### src/rtl/muldiv_hilo_pkg.sv
// Shared types for the multiply/divide unit: operation codes seen by decode
// and the EXE stage register, the unit's FSM states, and a magnitude helper.
package muldiv_hilo_pkg;

    typedef enum logic [2:0] {
        OP_NONE  = 3'd0,
        OP_MULT  = 3'd1,
        OP_MULTU = 3'd2,
        OP_DIV   = 3'd3,
        OP_DIVU  = 3'd4,
        OP_MTHI  = 3'd5,
        OP_MTLO  = 3'd6
    } muldiv_op_e;

    typedef enum logic [1:0] {
        ST_IDLE = 2'd0,
        ST_MUL  = 2'd1,
        ST_DIV  = 2'd2,
        ST_DONE = 2'd3
    } muldiv_state_e;

    // Final iteration index of the 32-step divider.
    localparam logic [4:0] DIV_LAST_COUNT = 5'd31;

    // Magnitude of a 32-bit operand; only negates when treated as signed.
    // 0x80000000 maps to itself, which is the correct unsigned magnitude.
    function automatic logic [31:0] mag32(input logic [31:0] v, input logic is_signed);
        return (is_signed && v[31]) ? (~v + 32'd1) : v;
    endfunction

endpackage

### src/rtl/muldiv_hilo_if.sv
// EXE-stage <-> multiply/divide unit signal bundle.
interface muldiv_hilo_if;
    import muldiv_hilo_pkg::*;

    logic        EXE_Valid;
    muldiv_op_e  EXE_MulDivOp;
    logic [31:0] EXE_A;
    logic [31:0] EXE_B;
    logic        EXE_Hold;
    logic        EXE_Flush;
    logic        MulDiv_StallReq;
    logic [31:0] HI;
    logic [31:0] LO;

    // EXE stage side.
    modport master (
        output EXE_Valid, EXE_MulDivOp, EXE_A, EXE_B, EXE_Hold, EXE_Flush,
        input  MulDiv_StallReq, HI, LO
    );

    // Multiply/divide unit side.
    modport slave (
        input  EXE_Valid, EXE_MulDivOp, EXE_A, EXE_B, EXE_Hold, EXE_Flush,
        output MulDiv_StallReq, HI, LO
    );
endinterface

### src/rtl/muldiv_hilo_div_radix2.sv
// Iterative radix-2 restoring divider on operand magnitudes. One quotient bit
// per cycle for 32 cycles; the last-cycle outputs already include the final
// step, sign fixup and the divide-by-zero special case.
module div_radix2
    import muldiv_hilo_pkg::*;
(
    input  logic        clk,
    input  logic        rst,
    input  logic        start,
    input  logic        is_signed,
    input  logic [31:0] a,
    input  logic [31:0] b,
    input  logic        flush,
    output logic [31:0] quotient,
    output logic [31:0] remainder,
    output logic        last
);

    logic        busy_q,  busy_d;
    logic [4:0]  count_q, count_d;
    logic [31:0] quo_q,   quo_d;     // dividend bits shift out, quotient bits shift in
    logic [31:0] rem_q,   rem_d;     // partial remainder
    logic [31:0] dvsr_q,  dvsr_d;    // divisor magnitude
    logic [31:0] a_raw_q, a_raw_d;   // original dividend for divide-by-zero
    logic        neg_quo_q, neg_quo_d;
    logic        neg_rem_q, neg_rem_d;
    logic        zero_q,  zero_d;

    logic [32:0] rem_shift;
    logic [32:0] diff;
    logic [31:0] quo_step;
    logic [31:0] rem_step;

    // One restoring step: shift in the next dividend bit, subtract if it fits.
    always_comb begin
        rem_shift = {rem_q, quo_q[31]};
        diff      = rem_shift - {1'b0, dvsr_q};
        if (!diff[32]) begin
            rem_step = diff[31:0];
            quo_step = {quo_q[30:0], 1'b1};
        end else begin
            rem_step = rem_shift[31:0];
            quo_step = {quo_q[30:0], 1'b0};
        end
    end

    // Result outputs: zero divisor bypasses the sign fixup entirely.
    always_comb begin
        last      = busy_q && (count_q == DIV_LAST_COUNT);
        quotient  = zero_q ? 32'hFFFF_FFFF : (neg_quo_q ? (~quo_step + 32'd1) : quo_step);
        remainder = zero_q ? a_raw_q       : (neg_rem_q ? (~rem_step + 32'd1) : rem_step);
    end

    // Next-state: load on start, iterate while busy, flush aborts.
    always_comb begin
        busy_d    = busy_q;
        count_d   = count_q;
        quo_d     = quo_q;
        rem_d     = rem_q;
        dvsr_d    = dvsr_q;
        a_raw_d   = a_raw_q;
        neg_quo_d = neg_quo_q;
        neg_rem_d = neg_rem_q;
        zero_d    = zero_q;
        if (start) begin
            busy_d    = 1'b1;
            count_d   = 5'd0;
            quo_d     = mag32(a, is_signed);
            rem_d     = 32'd0;
            dvsr_d    = mag32(b, is_signed);
            a_raw_d   = a;
            neg_quo_d = is_signed && (a[31] ^ b[31]);
            neg_rem_d = is_signed && a[31];
            zero_d    = (b == 32'd0);
        end else if (busy_q) begin
            quo_d   = quo_step;
            rem_d   = rem_step;
            count_d = count_q + 5'd1;
            if (count_q == DIV_LAST_COUNT) begin
                busy_d = 1'b0;
            end
        end
        if (flush) begin
            busy_d  = 1'b0;
            count_d = 5'd0;
        end
    end

    // Divider registers with synchronous active-low reset.
    always_ff @(posedge clk) begin
        if (!rst) begin
            busy_q    <= 1'b0;
            count_q   <= 5'd0;
            quo_q     <= 32'd0;
            rem_q     <= 32'd0;
            dvsr_q    <= 32'd0;
            a_raw_q   <= 32'd0;
            neg_quo_q <= 1'b0;
            neg_rem_q <= 1'b0;
            zero_q    <= 1'b0;
        end else begin
            busy_q    <= busy_d;
            count_q   <= count_d;
            quo_q     <= quo_d;
            rem_q     <= rem_d;
            dvsr_q    <= dvsr_d;
            a_raw_q   <= a_raw_d;
            neg_quo_q <= neg_quo_d;
            neg_rem_q <= neg_rem_d;
            zero_q    <= zero_d;
        end
    end

endmodule

### src/rtl/muldiv_hilo.sv
// Multiply/divide unit owning HI/LO. Results commit before the issuing
// instruction leaves EXE, so HI/LO readers in EXE never need a bypass.
module muldiv_hilo
    import muldiv_hilo_pkg::*;
(
    input  logic          clk,
    input  logic          rst,
    muldiv_hilo_if.slave  bus
);

    muldiv_state_e state_q, state_d;
    logic [31:0]   hi_q,    hi_d;
    logic [31:0]   lo_q,    lo_d;
    logic [31:0]   op_a_q,  op_a_d;
    logic [31:0]   op_b_q,  op_b_d;
    logic          mul_signed_q, mul_signed_d;

    logic          stall_req;
    logic          div_start;
    logic          accept;
    logic [63:0]   ext_a;
    logic [63:0]   ext_b;
    logic [63:0]   product;
    logic [31:0]   div_quo;
    logic [31:0]   div_rem;
    logic          div_last;

    div_radix2 u_div (
        .clk       (clk),
        .rst       (rst),
        .start     (div_start),
        .is_signed (bus.EXE_MulDivOp == OP_DIV),
        .a         (bus.EXE_A),
        .b         (bus.EXE_B),
        .flush     (bus.EXE_Flush),
        .quotient  (div_quo),
        .remainder (div_rem),
        .last      (div_last)
    );

    // 64-bit product from latched operands; the low 64 bits of a wide
    // product of sign/zero-extended operands serve both MULT and MULTU.
    always_comb begin
        ext_a   = mul_signed_q ? {{32{op_a_q[31]}}, op_a_q} : {32'd0, op_a_q};
        ext_b   = mul_signed_q ? {{32{op_b_q[31]}}, op_b_q} : {32'd0, op_b_q};
        product = ext_a * ext_b;
    end

    // FSM next state, HI/LO writes and stall request; flush overrides all.
    always_comb begin
        state_d      = state_q;
        hi_d         = hi_q;
        lo_d         = lo_q;
        op_a_d       = op_a_q;
        op_b_d       = op_b_q;
        mul_signed_d = mul_signed_q;
        stall_req    = 1'b0;
        div_start    = 1'b0;
        accept       = bus.EXE_Valid && !bus.EXE_Flush;
        case (state_q)
            ST_IDLE: begin
                if (accept) begin
                    case (bus.EXE_MulDivOp)
                        OP_MULT, OP_MULTU: begin
                            op_a_d       = bus.EXE_A;
                            op_b_d       = bus.EXE_B;
                            mul_signed_d = (bus.EXE_MulDivOp == OP_MULT);
                            state_d      = ST_MUL;
                            stall_req    = 1'b1;
                        end
                        OP_DIV, OP_DIVU: begin
                            div_start = 1'b1;
                            state_d   = ST_DIV;
                            stall_req = 1'b1;
                        end
                        OP_MTHI: hi_d = bus.EXE_A;
                        OP_MTLO: lo_d = bus.EXE_A;
                        default: ;
                    endcase
                end
            end
            ST_MUL: begin
                stall_req = 1'b1;
                hi_d      = product[63:32];
                lo_d      = product[31:0];
                state_d   = ST_DONE;
            end
            ST_DIV: begin
                stall_req = 1'b1;
                if (div_last) begin
                    hi_d    = div_rem;
                    lo_d    = div_quo;
                    state_d = ST_DONE;
                end
            end
            ST_DONE: begin
                if (!bus.EXE_Hold) begin
                    state_d = ST_IDLE;
                end
            end
            default: state_d = ST_IDLE;
        endcase
        if (bus.EXE_Flush) begin
            state_d   = ST_IDLE;
            stall_req = 1'b0;
            div_start = 1'b0;
            hi_d      = hi_q;
            lo_d      = lo_q;
        end
    end

    // State and architectural registers with synchronous active-low reset.
    always_ff @(posedge clk) begin
        if (!rst) begin
            state_q      <= ST_IDLE;
            hi_q         <= 32'd0;
            lo_q         <= 32'd0;
            op_a_q       <= 32'd0;
            op_b_q       <= 32'd0;
            mul_signed_q <= 1'b0;
        end else begin
            state_q      <= state_d;
            hi_q         <= hi_d;
            lo_q         <= lo_d;
            op_a_q       <= op_a_d;
            op_b_q       <= op_b_d;
            mul_signed_q <= mul_signed_d;
        end
    end

    assign bus.MulDiv_StallReq = stall_req;
    assign bus.HI              = hi_q;
    assign bus.LO              = lo_q;

endmodule
### src/flat_wrapper.sv
// flat-port wrapper written by rule: the top's interface ports become plain ports
module muldiv_hilo_flat import muldiv_hilo_pkg::*;
  (clk, rst, bus_EXE_Valid, bus_EXE_MulDivOp, bus_EXE_A, bus_EXE_B, bus_EXE_Hold, bus_EXE_Flush, bus_MulDiv_StallReq, bus_HI, bus_LO);
  muldiv_hilo_if bus_i ();
  input  logic clk;
  input  logic rst;
  input wire logic [$bits(bus_i.EXE_Valid)-1:0] bus_EXE_Valid;
  input wire logic [$bits(bus_i.EXE_MulDivOp)-1:0] bus_EXE_MulDivOp;
  input wire logic [$bits(bus_i.EXE_A)-1:0] bus_EXE_A;
  input wire logic [$bits(bus_i.EXE_B)-1:0] bus_EXE_B;
  input wire logic [$bits(bus_i.EXE_Hold)-1:0] bus_EXE_Hold;
  input wire logic [$bits(bus_i.EXE_Flush)-1:0] bus_EXE_Flush;
  output wire logic [$bits(bus_i.MulDiv_StallReq)-1:0] bus_MulDiv_StallReq;
  output wire logic [$bits(bus_i.HI)-1:0] bus_HI;
  output wire logic [$bits(bus_i.LO)-1:0] bus_LO;
  assign bus_i.EXE_Valid = bus_EXE_Valid;
  assign bus_i.EXE_MulDivOp = bus_EXE_MulDivOp;
  assign bus_i.EXE_A = bus_EXE_A;
  assign bus_i.EXE_B = bus_EXE_B;
  assign bus_i.EXE_Hold = bus_EXE_Hold;
  assign bus_i.EXE_Flush = bus_EXE_Flush;
  assign bus_MulDiv_StallReq = bus_i.MulDiv_StallReq;
  assign bus_HI = bus_i.HI;
  assign bus_LO = bus_i.LO;
  muldiv_hilo u_core (.clk(clk), .rst(rst), .bus(bus_i));
endmodule
### config.mk
export PLATFORM = sky130hd
export DESIGN_NAME = muldiv_hilo_flat
export DESIGN_NICKNAME = d
export VERILOG_FILES = /design/src/rtl/muldiv_hilo_pkg.sv /design/src/rtl/muldiv_hilo_if.sv /design/src/rtl/muldiv_hilo_div_radix2.sv /design/src/rtl/muldiv_hilo.sv /design/src/flat_wrapper.sv
export SDC_FILE = /design/constraint.sdc
export NUM_CORES = 2
export LEC_CHECK = 0
export ABC_CLOCK_PERIOD_IN_PS = 10000
export BUFFER_PORTS_ARGS = -buffer_cell sky130_fd_sc_hd__buf_4
export CORE_MARGIN = 10
export CORE_UTILIZATION = 45
export CTS_CLUSTER_SIZE = 14
export DETAILED_ROUTE_END_ITERATION = 8
export GPL_TIMING_DRIVEN = 0
export PLACE_DENSITY = 0.66
export SKIP_LAST_GASP = 1
export SYNTH_ARGS = -nofsm -noshare
export SYNTH_HDL_FRONTEND = slang
export SYNTH_SLANG_ARGS = --single-unit
### constraint.sdc
create_clock -name clk -period 10 [get_ports clk]
set_input_delay 0.5 -clock clk [delete_from_list [all_inputs] [get_ports clk]]
set_output_delay 0.5 -clock clk [all_outputs]
set_load 0.005 [all_outputs]
==> reports/qor.txt <==
Cell chosen for the clock root: clkbuf_16
Sequential element share of the synthesized area: 0.08348
Final Slew Violations: 0
DRC violations left: 0
Clock latency on the worst-skew pair: 0.55 ns
Max VDD drop: 92.18 µV
Share of synthesized registers carrying an async set or reset: 0
Result of the run: finished with violations
Clock sink count: 268
Pin count of the biggest net entering global routing: 23
Placement Rows: 138
Number of buffer cells added on primary ports: 118
Crit path time final: 10.00 ns
First-pass GRT wire length: 389.6 mm
Worst slack, placed: -2.937 ns
Via total after detailed routing: 53.85k
Setup slack of the critical path after layout: -0.003728 ns
EDFF count, synth: 0
Violated checks: negative setup slack
Synthesized net count: 9146
Count of state elements after synthesis: 268
Final Cycle Share: 1.000
Worst relative slew slack: 0.03735
Total length of routed wires: 268.0 mm
Post-layout nets: 9307
# Max-Cap Violations: 0
Post-synthesis instance area: 64270 µm²
HPWL reported at the end of detailed placement: 226.2 mm
Initial antenna violation count: 26
Maximum clock rate: 99.96 MHz
Global placer's final weighted congestion: 1.050
Mean post-synth cell area: 8.802 µm²
Number of global-route vias before repair: 55.16k
Number of optimization iterations in the first detailed-route pass: 9
Most frequent CP cell: fa_1
Primary FF master, synth: dfxtp_1
Routed Antenna Nets: 0
All-layer global routing usage: 0.3393
Master of the slowest instance on the critical path: dfxtp_1
Routed vias/inst: 5.721
Final setup skew: 0.03041 ns
Die ar.: 158300 µm²
Type of destination of the critical path: register
Vert. Die Dim: 397.9 µm
Yosys warnings: 0
Fraction of final layout cells sized beyond drive strength 1: 0.06772
Max Root-Sink Buffers: 3
Placed cell areas: 67590 µm²
Number of cells produced by synthesis: 7302
Initial Utilization: 0.4534
Biggest fanout along the worst timing path: 11
TritonCTS clock tree: yes
Clk pin slew, worst setup/hold paths: 0.07 ns
Core region area: 141800 µm²
PD cells: 51.39 nW/µm²
Number of levels in the clock H-tree: 2
Critical Path Max Stage Delay: 0.67 ns
Setup repair after global routing missed its margin: true
WL/cell: 28.47 µm
Post-synthesis to final-layout area growth: 8.357%
Die X-Extent: 397.9 µm
Critical path launch point type: register
Clock buffer count from CTS: 34
Critical Setup Path Class: reg -> reg
I/O pin count: 137
Hold WC Path Type: in -> reg
Static leakage power: 34.02 nW
Total non-filler cell area in the finished layout: 69640 µm²
Actual transition at the worst max-transition pin: 1.434 ns
Total of endpoints with negative setup slack in the final report: 1
Final Hold Violating Endpoints: 0
Data arrival at the endpoint of the critical path: 10.39 ns
Total grt overflow: 0
Data required time of the critical path: 10.39 ns
Synth unique cells: 88
DRC marker count from the first detailed-route iteration: 6187
==> report_power, final <==
part           leakage, nW  switching, mW  internal, mW
clock                0.569          0.535         0.802
sequential            2.19         0.0542          1.09
combinational         31.3          0.767         0.328
total                 34.0           1.36          2.22
==> flip-flops by register name (all words and copies together), names as in the netlist <==
| register | flops |
|---|---|
| u_core.bus.HI | 32 |
| u_core.bus.LO | 32 |
| u_core.mul_signed_q | 1 |
| u_core.op_a_q | 32 |
| u_core.op_b_q | 32 |
| u_core.state_q | 2 |
| u_core.u_div.a_raw_q | 32 |
| u_core.u_div.busy_q | 1 |
| u_core.u_div.count_q | 5 |
| u_core.u_div.dvsr_q | 32 |
| u_core.u_div.neg_quo_q | 1 |
| u_core.u_div.neg_rem_q | 1 |
| u_core.u_div.quo_q | 32 |
| u_core.u_div.rem_q | 32 |
| u_core.u_div.zero_q | 1 |
==> routing by layer <==
metal	share of wire	track usage	up-vias
li1	-	-	22555
met5	0.00060	0	-
met2	0.43	0.5037	3221
met3	0.12	0.08597	716
met1	0.38	0.4483	27334
met4	0.072	0.1961	24
==> worst paths after layout <==
path / start / end / slack, ns / depth (start not counted)
setup reg to reg: u_core.op_a_q[15]$_SDFFE_PN0P_ / u_core.bus.HI[8]$_SDFFE_PN0P_ / -0.004 / 30
hold reg to reg: u_core.u_div.a_raw_q[20]$_SDFFE_PN0P_ / u_core.u_div.a_raw_q[20]$_SDFFE_PN0P_ / 0.45 / 2
hold / removal: bus_EXE_B[17] / u_core.op_b_q[17]$_SDFFE_PN0P_ / 0.23 / 3
setup / recovery: u_core.op_a_q[15]$_SDFFE_PN0P_ / u_core.bus.HI[8]$_SDFFE_PN0P_ / -0.004 / 30
==> cells in the mapped netlist (all sizes together), types with 37 or more instances <==
library cell  count  area (µm²)
o211ai           44       335.3
inv            1592        5976
nand3            53       265.3
a21oi           314        1572
xnor2           176        1541
a31oi            47       294.0
nand2           896        3363
a211oi           98       740.7
and2            585        3660
nor3             48       251.5
ha              352        4404
fa             1420       28430
xor2             69       604.3
and3             37       231.5
a21o             65       488.0
dfxtp           268        5365
nor2            236       885.9
mux2i            64       640.6
clkbuf          392        1473
o21ai           170       850.8
==> layout by cell type (no fill, tap or decap), types with 172 or more instances in the layout <==
cell,count
ha_1,347
nand2_1,893
dfxtp_1,224
nor2_1,233
clkbuf_1,219
xnor2_1,172
inv_1,1587
fa_1,1403
a21oi_1,310
and2_1,582
==> stage by stage <==
| stage | hold slack, ns | setup TNS (ns) | total power, mW | instances | utilization |
|---|---|---|---|---|---|
| 3_5_place_dp | 0.4463 | -42.37 | 2.205 | 9314 | 0.4768 |
| 2_1_floorplan | 0.4312 | 0 | 1.775 | 7302 | - |
| 6_report | 0.2309 | -0.003728 | 3.579 | 9412 | 0.4913 |
| 5_1_grt | 0.2332 | -0.04070 | 3.655 | 9381 | 0.4907 |
| 4_1_cts | 0.2254 | -0.02747 | 3.516 | 9369 | 0.4882 |
| 3_3_place_gp | 0.4402 | -52.21 | 2.201 | 9310 | 0.4763 |
==> timing repair <==
item,4_1_cts,5_1_grt
setup endpoints to repair,35,21
hold buffers,0,0
pin swaps,8,24
resized for setup,228,228
buffers inserted,6,7
==> worst max-delay path, delay by kind of cell (launching register included) <==
family | cells | cell delay [ns]
fa+ha+maj | 11 | 4.89
compound gates | 7 | 2.02
buf+inv | 8 | 1.19
simple gates | 3 | 0.75
flops | 1 | 0.67
xor+xnor | 1 | 0.32
==> logic make-up after synthesis <==
| family | synth area share |
|---|---|
| AOI/OAI and AO/OA | 0.09294 |
| adders and majority gates | 0.5114 |
| xor gates and xnor gates | 0.03339 |
| buffers and inverters | 0.1174 |
| muxes | 0.01119 |
| DFF | 0.08348 |
| and+or+nand+nor | 0.1502 |
==> layout make-up <==
type                    instances  area (µm²)
fillers                     13544       72120
multi-input cells            5029       51660
inverters                    1592        5976
flip-flops and latches        268        5443
well taps                    1890        2365
plain buffers                 402        1901
repair buffers                136        1045
clock buffers                  44       949.7
clock inverters                16       220.2
diodes                         35       87.58
Power figures use the tool's default switching activity.
